### config.mk
export PLATFORM = sky130hd
export DESIGN_NAME = zbus_fifo_sync
export DESIGN_NICKNAME = d
export VERILOG_FILES = /design/src/rtl/zbus_fifo_sync.sv
export SDC_FILE = /design/constraint.sdc
export NUM_CORES = 1
export LEC_CHECK = 0
export ABC_CLOCK_PERIOD_IN_PS = 3300
export CORE_UTILIZATION = 55
export CTS_CLUSTER_DIAMETER = 150
export DETAILED_ROUTE_END_ITERATION = 6
export GPL_ROUTABILITY_DRIVEN = 0
export PLACE_DENSITY_LB_ADDON = 0.08
export SETUP_SLACK_MARGIN = 0.02
export SLEW_MARGIN = 30
export SYNTH_ARGS = -nofsm -noshare
export SYNTH_HDL_FRONTEND = slang
export SYNTH_SLANG_ARGS = --single-unit
### constraint.sdc
create_clock -name z_clk -period 3.3 [get_ports z_clk]
set_input_delay 0.495 -clock z_clk [delete_from_list [all_inputs] [get_ports z_clk]]
set_output_delay 0.495 -clock z_clk [all_outputs]
set_load 0.1 [all_outputs]
### src/rtl/zbus_fifo_sync.sv
`default_nettype none
// ============================================================================
//  Module   : zbus_fifo_sync
//  Purpose  : Single-clock zbus FIFO. Width is parametrised and the depth may
//             be any value, including non-powers of two. It provides a
//             synchronous flush, almost-full and almost-empty flags, and an
//             optional full pass-through mode.
//  Revision : 1.0  initial release
// ============================================================================
module zbus_fifo_sync #(
    parameter int BW  = 8,
    parameter int LN  = 4,
    parameter int LNL = (LN > 1) ? $clog2(LN) : 1,
    parameter int CNL = $clog2(LN + 1),
    parameter int FPS = 0,
    parameter int AFL = LN - 1,
    parameter int AEM = 1
) (
    input  logic           z_clk,
    input  logic           z_rst,
    input  logic           z_clr,
    input  logic           zi_vld,
    input  logic [BW-1:0]  zi_bus,
    output logic           zi_ack,
    output logic [CNL-1:0] zi_num,
    output logic           zi_afl,
    output logic           zo_vld,
    output logic [BW-1:0]  zo_bus,
    input  logic           zo_ack,
    output logic [CNL-1:0] zo_num,
    output logic           zo_aem
);

    localparam logic [CNL-1:0] c_LN       = CNL'(LN);
    localparam logic [LNL-1:0] c_PTR_LAST = LNL'(LN - 1);

    logic [LNL-1:0] wpb_q, wpb_d;
    logic [LNL-1:0] rpb_q, rpb_d;
    logic [CNL-1:0] cnt_q, cnt_d;
    logic [BW-1:0]  mem [LN];

    logic w_zi_ack;
    logic w_zo_vld;
    logic w_zi_trn;
    logic w_zo_trn;

    // Pointers step through 0..LN-1 and wrap explicitly, so any depth works.
    function automatic logic [LNL-1:0] ptr_inc(input logic [LNL-1:0] p);
        return (p == c_PTR_LAST) ? '0 : p + LNL'(1);
    endfunction

    // Write acknowledge: pass-through mode lets a completing read free the slot.
    generate
        if (FPS != 0) begin : g_fps_on
            assign w_zi_ack = ((cnt_q != c_LN) | zo_ack) & ~z_clr;
        end else begin : g_fps_off
            assign w_zi_ack = (cnt_q != c_LN) & ~z_clr;
        end
    endgenerate

    assign w_zo_vld = (cnt_q != '0) & ~z_clr;
    assign w_zi_trn = zi_vld & w_zi_ack;
    assign w_zo_trn = w_zo_vld & zo_ack;

    assign zi_ack = w_zi_ack;
    assign zo_vld = w_zo_vld;
    assign zi_num = c_LN - cnt_q;
    assign zo_num = cnt_q;
    assign zi_afl = (32'(cnt_q) >= AFL);
    assign zo_aem = (32'(cnt_q) <= AEM);
    assign zo_bus = mem[rpb_q];

    // Next-state for pointers and occupancy; flush overrides any transfer.
    always_comb begin
        wpb_d = wpb_q;
        rpb_d = rpb_q;
        cnt_d = cnt_q;
        if (z_clr) begin
            wpb_d = '0;
            rpb_d = '0;
            cnt_d = '0;
        end else begin
            if (w_zi_trn) wpb_d = ptr_inc(wpb_q);
            if (w_zo_trn) rpb_d = ptr_inc(rpb_q);
            case ({w_zi_trn, w_zo_trn})
                2'b10:   cnt_d = cnt_q + CNL'(1);
                2'b01:   cnt_d = cnt_q - CNL'(1);
                default: cnt_d = cnt_q;
            endcase
        end
    end

    // Pointer and occupancy registers with asynchronous reset.
    always_ff @(posedge z_clk or posedge z_rst) begin
        if (z_rst) begin
            wpb_q <= '0;
            rpb_q <= '0;
            cnt_q <= '0;
        end else begin
            wpb_q <= wpb_d;
            rpb_q <= rpb_d;
            cnt_q <= cnt_d;
        end
    end

    // Storage array; contents survive reset and flush.
    always_ff @(posedge z_clk) begin
        if (w_zi_trn) mem[wpb_q] <= zi_bus;
    end

endmodule
`default_nettype wire
==> metrics <==
#FFs+latches synth 39; Final Critical Period 2.426 ns; worst skew pair latency between 0.3 and 0.4 ns; Tcrit/Tclk final between 70 and 80%; Initial Util a little under 60%; Hold Fails Final Rpt 0; CP Depth 1; endpoint type of the worst setup path output port; wire per inst ~14 um; number of port buffers 30; Synthesized Nets around 130; global-route met1 utilization between 20% and 30%; flop2flop setup slack 1.02 ns; reg2reg end mem[1][5]$_DFFE_PP_; clk sinks 39; syn avg cell area 16.15 um2; Max-Cap Viols 0; Startpoint Class register; CP arrival slightly below 2 ns; worst path cell trace clkdlybuf4s50_1; Post-CTS Resized 0; Remaining DRCs 0; Slew HR a little over a third; Crit Path Class register to output port; Hold WS between 0.3 and 0.4 ns; Synth area leader edfxtp_1; Root Driver clkbuf_4; drt pass-1 iters 4; Worst Tran Pin Value around 0.96 ns; largest net degree at the start of global routing 12; htree depth 2; status completed; FMAX between 0.4 and 0.5 GHz; share of layout cells above drive strength 1 between 20% and 30%; delay-heaviest family, CP buffers and inverters; Seq/Total Area, Yosys between 60 and 70%; postcts setup bufs 0; CTS tree built; DR vias between 900 and 1000; Worst R2R Start zo_num[0]$_DFFE_PP0P_; Mapped Area 1760 um2; Crit-path slowest cell clkdlybuf4s50_1; clk buf depth 2; clk_skew 0.006723 ns; met2 usage 28.41%; hold crit path type primary input to asynchronous set/reset pin; slowest cell delay on critical path approximately 1.2 ns; cells on worst reg2reg path 5; nets@finish 166; grt ovf 0; Synth top area share approximately 55%; antenna violations before repair 0; YS warnings 0; cts bufs inserted 5; RSZ-0062 raised after global routing false; Required @ worst endpoint 2.80 ns; first-pass GRT wire length between 4000 and 5000 um; die area between 3000 and 4000 um2; gr busiest metal met2; largest fanout on the critical path 5; Cells after Synth 109; # setup viols final 0; CP endpoint zo_num[1]; hold_buf cts 0; Fin Setup TNS 0 ns; Worst setup startpoint zo_num[1]$_DFFE_PP0P_; final wirelength between 2000 and 3000 um; Vias/cell a little over 5; Antenna Cells 0; core area a little over 3000 um2; Starting DRT DRC Count 18; Die H 58.58 um; CP bufs+invs 1; Synth-to-Final Area Change 18.62%; DRT antenna net count 0; # rows 20; vias in the first global route between 900 and 1000; Slew Limit Fails 0; utilization after layout roughly 68%; Tot GR Track Use between 10% and 20%; placed wire-length estimate just under 2000 um; Ports 31; width of the die between 50 and 60 um; met3 usage in global routing under 10%; CTS clk-pin slew, worst paths 0.10 ns; largest cells by area after synthesis edfxtp_1 55%, mux4_2 10%, dfrtp_1 10%, ha_1 8.5%, nor2_1 1.9%; Synth cell types 26
==> metrics by stage <==
stage / instances / setup WS (ns) / area (um2)
after floorplan: 109 / 0.2005 / 1765
after global placement: 178 / 0.9346 / 2039
after detailed placement: 178 / 0.8687 / 2039
after CTS: 186 / 0.8633 / 2088
after global routing: 186 / 0.7878 / 2088
final: 186 / 0.8737 / 2088
==> kinds of logic (layout without fill, tap and decap cells) <==
group / after synthesis / in the layout / synth area share, %
buf+inv: 12 / 45 / 3.696
xor+xnor: 3 / 3 / 1.493
simple gates: 24 / 24 / 7.320
fa+ha+maj: 12 / 12 / 8.529
compound gates: 11 / 11 / 4.193
flops: 39 / 39 / 64.53
mux: 8 / 8 / 10.23
==> metal layers <==
| metal | share of wire [%] | vias up | routed length, um |
|---|---|---|---|
| met5 | 0 | - | 0 |
| met4 | 1.1 | 0 | 29 |
| met3 | 3.9 | 4 | 104 |
| met2 | 47 | 17 | 1264 |
| met1 | 48 | 455 | 1270 |
| li1 | - | 469 | - |
==> synth_stat cells, drive strengths merged <==
| cell | number |
|---|---|
| o21ai | 2 |
| a211oi | 3 |
| edfxtp | 32 |
| nand2b | 1 |
| buf | 4 |
| dfrtp | 7 |
| mux4 | 8 |
| xnor2 | 3 |
| clkbuf | 1 |
| or3b | 1 |
| inv | 7 |
| nor2b | 1 |
| ha | 12 |
| nor3 | 2 |
| nor3b | 1 |
| o31ai | 1 |
| nor2 | 9 |
| and2 | 4 |
| nand2 | 5 |
| a21oi | 4 |
| a311oi | 1 |
==> how the worst min path moves through the flow <==
stage	depth (start not counted)	slack [ns]	start	end
5_1_grt	2	0.41	z_rst	zo_num[0]$_DFFE_PP0P_
3_5_place_dp	2	0.61	wpb_q[0]$_DFFE_PP0P_	wpb_q[0]$_DFFE_PP0P_
2_1_floorplan	1	0.30	z_rst	rpb_q[0]$_DFFE_PP0P_
6_report	2	0.38	z_rst	zo_num[0]$_DFFE_PP0P_
3_3_place_gp	2	0.60	wpb_q[0]$_DFFE_PP0P_	wpb_q[0]$_DFFE_PP0P_
4_1_cts	2	0.38	z_rst	zo_num[0]$_DFFE_PP0P_
==> placed cells by master (no fill, tap or decap), drive strengths merged, types with 2 or more instances in the layout <==
cell	synthesis	layout
clkdlybuf4s50	0	13
nand2	5	5
a21oi	4	4
mux4	8	8
and2	4	4
buf	4	17
a211oi	3	3
ha	12	12
nor2	9	9
xnor2	3	3
edfxtp	32	32
clkbuf	1	6
inv	7	7
o21ai	2	2
dfrtp	7	7
clkinv	0	2
nor3	2	2
==> registers in the layout, indices dropped and copies added, names as in the netlist <==
register / cells
mem: 32
rpb_q: 2
wpb_q: 2
zo_num: 3
==> cell type report <==
class | count | area (um2)
flip-flops and latches | 39 | 1136
clock inverters | 2 | 7.507
inverters | 7 | 26.28
multi-input cells | 58 | 564.3
clock buffers | 6 | 41.29
repair buffers | 30 | 257.7
well taps | 44 | 55.05
fillers | 233 | 964.7
==> worst reg2reg max path: cells and delay by family, from the launching register on <==
kind / cells / cell delay, ns
adder cells (fa/ha/maj): 2 / 0.48
buffers and inverters: 1 / 0.13
flip-flops: 1 / 0.48
AND/OR/NAND/NOR: 2 / 0.84
Power is not shown: default switching activity piles up to over one toggle a cycle in this logic, so the estimate is an artifact.
